File: src/rtl/button_conditioner.sv
// button_conditioner
//   Conditions WIDTH independent bouncy push-button/switch inputs. Each raw
//   bit is brought into the clock domain through a two-flop synchronizer.
//   A per-channel FSM then accepts a new level only after it has persisted for
//   STABLE_CYCLES consecutive synchronized clocks. Edge pulses and a toggle
//   latch are derived at the moment of acceptance.
//
// Parameters
//   WIDTH         number of independent channels
//   STABLE_CYCLES consecutive synchronized clocks a new level must persist
//                 before acceptance (legal range 2..65535)
//
// Ports
//   clk        single clock, all state updates on its rising edge
//   rst        synchronous, active-high reset
//   btn_raw    asynchronous bouncy board inputs, bit i = channel i
//   btn_db     debounced level per channel (registered)
//   btn_rise   one-clock pulse when btn_db bit goes 0->1
//   btn_fall   one-clock pulse when btn_db bit goes 1->0
//   btn_toggle per-channel latch that inverts on every btn_rise

module button_conditioner #(
  parameter int WIDTH         = 6,
  parameter int STABLE_CYCLES = 4
) (
  input  logic             clk,
  input  logic             rst,
  input  logic [WIDTH-1:0] btn_raw,
  output logic [WIDTH-1:0] btn_db,
  output logic [WIDTH-1:0] btn_rise,
  output logic [WIDTH-1:0] btn_fall,
  output logic [WIDTH-1:0] btn_toggle
);

  // The counter only has to reach STABLE_CYCLES-1, so it never wraps.
  localparam int CNT_W = (STABLE_CYCLES > 1) ? $clog2(STABLE_CYCLES) : 1;
  localparam logic [CNT_W-1:0] CNT_LAST = CNT_W'(STABLE_CYCLES - 1);
  localparam logic [CNT_W-1:0] CNT_ONE  = CNT_W'(1);

  typedef enum logic [1:0] {
    IDLE_LOW,
    WAIT_HIGH,
    IDLE_HIGH,
    WAIT_LOW
  } state_t;

  logic [WIDTH-1:0] sync1;
  logic [WIDTH-1:0] sync2;

  state_t           state     [WIDTH];
  state_t           state_nxt [WIDTH];
  logic [CNT_W-1:0] cnt       [WIDTH];
  logic [CNT_W-1:0] cnt_nxt   [WIDTH];

  logic [WIDTH-1:0] db_nxt;
  logic [WIDTH-1:0] rise_nxt;
  logic [WIDTH-1:0] fall_nxt;
  logic [WIDTH-1:0] toggle_nxt;

  // Two-flop synchronizer; sync2 is the only view of the raw inputs that the
  // rest of the design is allowed to see.
  always_ff @(posedge clk) begin
    if (rst) begin
      sync1 <= '0;
      sync2 <= '0;
    end else begin
      sync1 <= btn_raw;
      sync2 <= sync1;
    end
  end

  // State, counter and output registers for all channels.
  always_ff @(posedge clk) begin
    if (rst) begin
      for (int i = 0; i < WIDTH; i++) begin
        state[i] <= IDLE_LOW;
        cnt[i]   <= '0;
      end
      btn_db     <= '0;
      btn_rise   <= '0;
      btn_fall   <= '0;
      btn_toggle <= '0;
    end else begin
      for (int i = 0; i < WIDTH; i++) begin
        state[i] <= state_nxt[i];
        cnt[i]   <= cnt_nxt[i];
      end
      btn_db     <= db_nxt;
      btn_rise   <= rise_nxt;
      btn_fall   <= fall_nxt;
      btn_toggle <= toggle_nxt;
    end
  end

  // Per-channel qualification. Entering a WAIT state already counts the
  // first matching sample, so acceptance happens on the STABLE_CYCLES-th
  // consecutive sample. Any opposite sample during a WAIT state returns to
  // the previous IDLE state without touching btn_db or btn_toggle.
  always_comb begin
    db_nxt     = btn_db;
    rise_nxt   = '0;
    fall_nxt   = '0;
    toggle_nxt = btn_toggle;
    for (int i = 0; i < WIDTH; i++) begin
      state_nxt[i] = state[i];
      cnt_nxt[i]   = cnt[i];
      case (state[i])
        IDLE_LOW: begin
          if (sync2[i]) begin
            state_nxt[i] = WAIT_HIGH;
            cnt_nxt[i]   = CNT_ONE;
          end else begin
            cnt_nxt[i] = '0;
          end
        end
        WAIT_HIGH: begin
          if (!sync2[i]) begin
            state_nxt[i] = IDLE_LOW;
            cnt_nxt[i]   = '0;
          end else if (cnt[i] == CNT_LAST) begin
            state_nxt[i]  = IDLE_HIGH;
            cnt_nxt[i]    = '0;
            db_nxt[i]     = 1'b1;
            rise_nxt[i]   = 1'b1;
            toggle_nxt[i] = ~btn_toggle[i];
          end else begin
            cnt_nxt[i] = cnt[i] + CNT_ONE;
          end
        end
        IDLE_HIGH: begin
          if (!sync2[i]) begin
            state_nxt[i] = WAIT_LOW;
            cnt_nxt[i]   = CNT_ONE;
          end else begin
            cnt_nxt[i] = '0;
          end
        end
        WAIT_LOW: begin
          if (sync2[i]) begin
            state_nxt[i] = IDLE_HIGH;
            cnt_nxt[i]   = '0;
          end else if (cnt[i] == CNT_LAST) begin
            state_nxt[i] = IDLE_LOW;
            cnt_nxt[i]   = '0;
            db_nxt[i]    = 1'b0;
            fall_nxt[i]  = 1'b1;
          end else begin
            cnt_nxt[i] = cnt[i] + CNT_ONE;
          end
        end
        default: begin
          state_nxt[i] = IDLE_LOW;
          cnt_nxt[i]   = '0;
        end
      endcase
    end
  end

endmodule

File: config.mk
export PLATFORM = sky130hd
export DESIGN_NAME = button_conditioner
export DESIGN_NICKNAME = d
export VERILOG_FILES = /design/src/rtl/button_conditioner.sv
export SDC_FILE = /design/constraint.sdc
export NUM_CORES = 1
export LEC_CHECK = 0
export ABC_AREA = 1
export CELL_PAD_IN_SITES_DETAIL_PLACEMENT = 0
export CELL_PAD_IN_SITES_GLOBAL_PLACEMENT = 1
export CORE_MARGIN = 2
export CORE_UTILIZATION = 26
export DETAILED_ROUTE_END_ITERATION = 8
export PLACE_DENSITY_LB_ADDON = 0.1
export SLEW_MARGIN = 0
export SYNTH_ARGS = -nofsm -noshare
export SYNTH_HDL_FRONTEND = slang
export SYNTH_SLANG_ARGS = --single-unit
File: constraint.sdc
create_clock -name clk -period 1.5 [get_ports clk]
set_input_delay 0.375 -clock clk [delete_from_list [all_inputs] [get_ports clk]]
set_output_delay 0.375 -clock clk [all_outputs]
set_load 0.02 [all_outputs]
# Word level (Yosys, flattened, before mapping)
# Memories as Yosys holds them, arrays and structs flattened.
# Index checks and enable logic that the tools add are counted.
dict set report classes {
  n_reduce_logical 36
  add_sub_neg 6
  n_eq_ne 48
  bitwise 36
  mux 129
}
# op count
set ops {}
lappend ops {{2-to-1 mux 2 bit} 66}
lappend ops {{case mux 2 bit (4 select lines)} 12}
lappend ops {{!= test 2 bit, second input constant} 24}
lappend ops {{2-to-1 mux 1 bit} 45}
lappend ops {{== test 2 bit, second input constant} 18}
lappend ops {{OR reduction 3 bit} 12}
lappend ops {{AND reduction 5 bit} 6}
lappend ops {{NOT 1 bit} 24}
lappend ops {{AND reduction 3 bit} 6}
lappend ops {{adder 2 x 1 -> 2 bit, second input constant} 6}
lappend ops {{== test 2 x 1 -> 1 bit, second input constant} 6}
lappend ops {{zero test 2 bit} 6}
lappend ops {{bitwise OR 1 bit} 12}
lappend ops {{case mux 1 bit (2 select lines)} 6}
lappend ops {{nonzero test 2 bit} 6}
dict set report totals {
  word_cells 283
  in_bits 8
  reg_bits 36
  n_memories 2
  ramBits 24
  output_inout_bits 24
}
# memory words width rd rd_clocked_by_memory_dff write_ports line_no
set mem_list {}
lappend mem_list {cnt 6 2 6 0 6 52} ;# logic [CNT_W-1:0] cnt [WIDTH];
lappend mem_list {state 6 2 6 0 6 50} ;# state_t state [WIDTH];

# Longest topological paths before layout
# Gate-level depths: netlist of run 1.
# An unclocked memory read counts as a cell.
dict set report depth {
  word_depth 6
  ltp_mapped 9
  mapped_depth_nobuf 9
}

# Worst setup path after synthesis of run 1
# OpenSTA, ideal clock, no wires.
dict set report synth_path {
  kind {register to register}
  from {memory state[4][0] (netlist bit)}
  to {memory state[4][0] (netlist bit)}
  stages_incl_launch_ff 9
  n_path_buf 0
  t_required_ps 1383
  t_arrival_ps 1159
  setup_ps 117
  slack_ps 224
  period_less_slack_ps 1276
  path_cell_list {dfxtp_1 inv_1 ha_1 o21ai_0 nand2_1 nand2_1 nand2_1 nand2_1 nor2_1}
}
# item line_no
set synth_lines {}
lappend synth_lines {{start: declaration} 50}

# Final worst setup path of run 1
dict set report layout_path {
  from {register btn_db[0]}
  to {output port btn_db[0]}
}
# item line_no
set layout_lines {}
lappend layout_lines {{start: declaration} 29} ;# output logic [WIDTH-1:0] btn_db,
lappend layout_lines {{start signal: assignment} 88} ;# btn_db <= db_nxt;
# No word-level cell between the ends.

==> impl_metrics.env, run 1 <==
export IMPL_cp_depth=1
export IMPL_grt_start_max_net_pins=23
export IMPL_grt_pass1_wl_um=8580
export IMPL_grt_overflow_total=0
export IMPL_synth_seq_cells=60
export IMPL_cts_num_sinks=60
export IMPL_ioPinCount=32
export IMPL_yosysWarnings=0
export IMPL_cellPowerDensity_nw_per_um2=1340
export IMPL_via_count=2085
export IMPL_syn_num_nets=363
export IMPL_layout_commonest_cell="dfxtp_1"
export IMPL_ant_nets=0
export IMPL_drc=0
export IMPL_routabilityCongestion=0.803
export IMPL_ff2ff_setup_slack_ns=0.14
export IMPL_final_hold_violation_count=0
export IMPL_area_growth_syn_to_layout_pct=28.1
export IMPL_ir_worst_vdd_v=0.000380
export IMPL_htreeDepth=3
export IMPL_cp_cell_sequence="dlygate4sd2_1"
export IMPL_slowest_delay_ns=0.35
export IMPL_clock_latency_ns=0.33
export IMPL_finalWorstSetupSlack_ns=0.109
export IMPL_clk_pin_slew_worst_paths_ns=0.06
export IMPL_start_util_pct=26.6
export IMPL_power_mw=4.46
export IMPL_n_fill_cell=1057
export IMPL_fin_worst_skew_ns=0.0103
export IMPL_num_rows=36
export IMPL_worstReg2RegEnd="state[2][0]"
export IMPL_wl_per_cell_um=9.93
export IMPL_holdWs_ns=0.400
export IMPL_crit_fanout=2
export IMPL_critPathLaunchType="flop"
export IMPL_status="completed"
export IMPL_drive_gt1_share_pct=10.0
export IMPL_ys_seq_area_share_pct=46.4
export IMPL_nets=408
export IMPL_final_cell_mix="dfxtp_1, nand2_1, inv_1"
export IMPL_max_slew_margin_pct=82.9
export IMPL_synth_compound_area_share_pct=8.64
export IMPL_synth_area_per_cell_um2=7.88
export IMPL_worst_pin_slew_ns=0.255
export IMPL_period_needed_ns=1.39
export IMPL_hold_path_class="reg -> reg"
export IMPL_critPathBufInv=1
export IMPL_synth_top_family_by_area="simple AND/OR/NAND/NOR gates"
export IMPL_cts_tree="done"
export IMPL_leakagePower_nw=1.57
export IMPL_port_buffers=31
export IMPL_synthTopCellsByArea="dfxtp_1, ha_1, nand2_1, inv_1, nor2_1"
export IMPL_rsz0062_at_grt="false"
export IMPL_synth_mux_area_share_pct=0
export IMPL_arrival_ns=1.02
export IMPL_hold_depth=2
export IMPL_pre_cts_ws_ns=-0.0315
export IMPL_numCtsBuffers=9
export IMPL_dp_hpwl_um=3660
export IMPL_cts_hold_buffers_added=0
export IMPL_utilization_pct=34.1
export IMPL_netlist_instances=329
export IMPL_synthSimpleGateAreaFrac_pct=23.3
export IMPL_routed_wl_um=5090
export IMPL_synth_adder_area_share_pct=12.6
export IMPL_cp_end_kind="output pin"
export IMPL_r2r_cells=8
export IMPL_path_delay_family="flip-flops"
export IMPL_dieArea_um2=10800
export IMPL_drv_cap=0
export IMPL_dr_pass1_iters=4
export IMPL_synth_area_um2=2590
export IMPL_synth_top_area_share_pct=46.4
export IMPL_coreArea_um2=9730
export IMPL_post_route_period_util_pct=92.8
export IMPL_cp_slowest_cell="dfxtp_1"
export IMPL_chipWidth_um=104
export IMPL_die_height_um=104
export IMPL_drtIter0Drc=58
export IMPL_fmaxAchievable_ghz=0.719
export IMPL_cp_data_required_time_ns=1.12
export IMPL_fin_tns_setup_ns=0
export IMPL_setup_violations=0
export IMPL_antenna_found_initial=0
export IMPL_routed_via_density=4.07
export IMPL_grt_pass1_vias=1894
export IMPL_synth_top_cell_by_area="dfxtp_1"
export IMPL_clock_path_buffers=2
export IMPL_grtUsageTotal_pct=9.94
export IMPL_startpoint="btn_db[0]"
export IMPL_slew_viol_final=0
export IMPL_synth_distinct_cells=23
export IMPL_critical_path_class="reg -> out"
export IMPL_post_cts_buffers=0
export IMPL_cts_root_buffer="clkbuf_8"
export IMPL_hold_path_endpoint="sync2[3]"
export IMPL_antenna_cells=0
export IMPL_hp_start="sync1[3]"
export IMPL_synthXorXnorAreaFrac_pct=0.676
[where the power goes]
group          total [mW]  internal (mW)  switching, mW
Sequential           1.84           1.73          0.108
Clock                1.65          0.987          0.663
Combinational       0.968          0.388          0.580
[worst max-delay path by stage]
| stage | endpoint | slack (ns) |
|---|---|---|
| after floorplan | state[4][0] | 0.22 |
| after global placement | btn_db[5] | -0.02 |
| after detailed placement | cnt[1][0] | -0.03 |
| after CTS | btn_db[4] | 0.08 |
| after global routing | state[2][0] | 0.03 |
| final | btn_db[0] | 0.11 |
[state kept, by name, indices dropped and copies added, names as in the netlist, named ones only]
signal	flops
sync1	6
btn_toggle	6
sync2	6
cnt	12
state	6
btn_rise	6
btn_fall	6
btn_db	6
[final cells by class]
cell class | count | area [um^2] | area share [%]
clock buffers | 11 | 141 | 4.26
clock inverters | 5 | 85.1 | 2.56
inverters | 53 | 199 | 6.00
multi-input cells | 211 | 1170 | 35.3
flip-flops and latches | 60 | 1200 | 36.3
well taps | 133 | 166 | 5.02
repair buffers | 39 | 353 | 10.6
[cells by family (layout without fill, tap and decap cells)]
kind of cell / count (synthesis) / after routing
flops: 60 / 60
fa+ha+maj: 26 / 26
simple gates: 142 / 142
buf+inv: 58 / 108
compound gates: 41 / 41
xor+xnor: 2 / 2
[synth_stat cells (all sizes together)]
cell type  number
nand2          62
dfxtp          60
inv            53
nor2           46
ha             26
a21oi          21
nand3          21
o21ai          14
nor3            5
clkbuf          3
nand4           3
o22ai           3
or2             3
a211oi          2
buf             2
xor2            2
nor4            1
o21bai          1
or3             1
[through the flow]
step | cells | area, um^2
after floorplan | 329 | 2590
after global placement | 496 | 3120
after detailed placement | 496 | 3120
after CTS | 512 | 3320
after global routing | 512 | 3320
final | 512 | 3320
[layer usage]
layer,vias up,global-route usage (%),share of wire (%)
li1,1134,-,-
met1,909,12.9,51
met2,32,14.5,43
met3,10,2.58,4.0
met4,0,6.37,2.6
met5,-,0,0
[what timing repair did]
action / CTS / global route
gates resized for setup: 24 / 2
endpoints found under the setup margin: 24 / 2
pin swaps: 0 / 0
No activity file was read; power rests on OpenSTA's default activity.
==> inputs of run 2 (changes only) <==
--- a/config.mk
+++ b/config.mk
@@ -10,6 +10,7 @@
 export CELL_PAD_IN_SITES_GLOBAL_PLACEMENT = 1
 export CORE_MARGIN = 2
 export CORE_UTILIZATION = 26
+export CTS_CLUSTER_SIZE = 10
 export DETAILED_ROUTE_END_ITERATION = 8
 export PLACE_DENSITY_LB_ADDON = 0.1
 export SLEW_MARGIN = 0
==> constraint.sdc (replaced) <==
create_clock -name clk -period 1.5 [get_ports clk]
set_input_delay 0.3 -clock clk [delete_from_list [all_inputs] [get_ports clk]]
set_output_delay 0.3 -clock clk [all_outputs]
set_load 0.02 [all_outputs]
==> impl_metrics.env, run 2 (same netlist as run 1, synthesis figures left out) <==
export IMPL_status="completed"
export IMPL_grt_pass1_wl_um=8830
export IMPL_grtUsageTotal_pct=10.3
export IMPL_drv_cap=0
export IMPL_via_count=2071
export IMPL_grt_busiest_layer="met2"
export IMPL_fin_cells=509
export IMPL_port_buffers=31
export IMPL_routed_via_density=4.07
export IMPL_power_share_switching_pct=31.5
export IMPL_antenna_cells=0
export IMPL_ir_worst_vdd_v=0.000378
export IMPL_hold_path_class="reg -> reg"
export IMPL_dp_hpwl_um=3720
export IMPL_grt_start_max_net_pins=23
export IMPL_p_clk_share_pct=31.1
export IMPL_fin_tns_setup_ns=0
export IMPL_p_int_mw=2.80
export IMPL_routabilityCongestion=0.802
export IMPL_numCtsBuffers=9
export IMPL_start_util_pct=26.6
export IMPL_cellPowerDensity_nw_per_um2=1260
export IMPL_max_slew_margin_pct=82.8
export IMPL_worst_pin_slew_ns=0.257
export IMPL_ioPinCount=32
export IMPL_dpl_cell_count=494
export IMPL_final_hold_violation_count=0
export IMPL_layout_commonest_cell="dfxtp_1"
export IMPL_critPathLaunchType="flop"
export IMPL_clock_path_buffers=2
export IMPL_ff2ff_setup_slack_ns=0.14
export IMPL_cts_root_buffer="clkbuf_8"
export IMPL_grt_pass1_vias=1985
export IMPL_cp_end_kind="flop"
export IMPL_num_rows=36
export IMPL_seq_power_share_pct=45.0
export IMPL_nets=406
export IMPL_grt_util_met1_pct=12.7
export IMPL_cts_hold_buffers_added=0
export IMPL_cts_num_sinks=60
export IMPL_p_comb_share_pct=24.0
export IMPL_period_needed_ns=1.36
export IMPL_routed_wl_um=5170
export IMPL_clk_pin_slew_worst_paths_ns=0.06
export IMPL_ant_nets=0
export IMPL_leakagePower_nw=1.54
export IMPL_largest_reg_flops=12
export IMPL_post_route_period_util_pct=91.0
export IMPL_finalWorstSetupSlack_ns=0.136
export IMPL_drc=0
export IMPL_final_cell_mix="dfxtp_1, nand2_1, inv_1"
export IMPL_slew_viol_final=0
export IMPL_dieArea_um2=10800
export IMPL_use_met2_pct=15.5
export IMPL_power_switching_mw=1.29
export IMPL_area_growth_syn_to_layout_pct=25.4
export IMPL_arrival_ns=1.59
export IMPL_crit_fanout=4
export IMPL_rsz0062_at_grt="false"
export IMPL_critical_path_class="reg -> reg"
export IMPL_cp_data_required_time_ns=1.72
export IMPL_coreArea_um2=9730
export IMPL_antenna_found_initial=0
export IMPL_setup_violations=0
export IMPL_fmaxAchievable_ghz=0.733
export IMPL_htreeDepth=3
export IMPL_use_met3_pct=2.89
export IMPL_wl_per_cell_um=10.2
export IMPL_pre_cts_ws_ns=0.0413
export IMPL_die_height_um=104
export IMPL_dr_pass1_iters=4
export IMPL_fin_worst_skew_ns=0.00686
export IMPL_drtIter0Drc=42
export IMPL_cts_tree="done"
export IMPL_grt_overflow_total=0
export IMPL_top_register="cnt"
export IMPL_clock_latency_ns=0.33
export IMPL_chipWidth_um=104
export IMPL_drive_gt1_share_pct=9.31
-- run 2: cell count changes in the layout (fill, tap and decap cells not counted) --
cell | before | now
clkinv_4 | 2 | 0
clkbuf_1 | 1 | 2
ha_1 | 26 | 25
bufinv_16 | 2 | 0
ha_2 | 0 | 1
o21ai_1 | 0 | 1
o21ai_0 | 14 | 13
clkinv_2 | 0 | 2
clkbuf_8 | 10 | 11
clkinvlp_4 | 1 | 0
buf_4 | 7 | 5
-- run 2: repair_timing --
item | CTS | global route
resized for setup | 24 | 4
endpoints found under the setup margin | 24 | 3
setup buffers | 0 | 0
pin swaps | 0 | 0
-- run 2: power by group through the flow --
| stage | registers (mW) | clock network (mW) | logic [mW] |
|---|---|---|---|
| floorplan | 1.85 | 0 | 0.759 |
| global placement | 1.87 | 0 | 0.994 |
| detailed placement | 1.87 | 0 | 0.985 |
| CTS | 1.83 | 1.34 | 0.991 |
| global route | 1.86 | 1.40 | 1.16 |
| finish | 1.84 | 1.27 | 0.980 |
-- run 2: final timing paths --
kind	start	end	cells past startpoint
worst min-delay path	sync1[4]	sync2[4]	2
worst max register to register	flop	state[2][0]	8
worst min register to register	sync1[4]	sync2[4]	2
worst max-delay path	flop	state[2][0]	8
-- run 2: layout make-up --
class / count / area, um^2
Fill cell: 1080 / 6480
Sequential cell: 60 / 1200
Multi-Input combinational cell: 211 / 1170
Timing Repair Buffer: 37 / 338
Inverter: 53 / 199
Tap cell: 133 / 166
Clock buffer: 13 / 159
Clock inverter: 2 / 10.0
-- run 2: layer usage --
layer | wire (um) | vias up
met4 | 131 | 0
met1 | 2610 | 916
met5 | 0 | -
met2 | 2240 | 28
met3 | 192 | 10
li1 | - | 1117
-- run 2: metrics by stage --
step	power [mW]	area [um^2]	utilization, %	hold WS [ns]
after floorplan	2.61	2590	-	0.378
after global placement	2.86	3100	31.9	0.391
after detailed placement	2.85	3100	31.9	0.396
after CTS	4.16	3240	33.3	0.406
after global routing	4.42	3250	33.4	0.419
final	4.09	3250	33.4	0.403
-- run 2: critical path, cell delays in order, from the launching register on --
cell	delay, ns
dfxtp_1	0.37
inv_1	0.10
ha_1	0.21
nand2_1	0.12
nor2_1	0.05
nor2_1	0.13
nand2_1	0.08
nor3_1	0.14
nor2_1	0.06
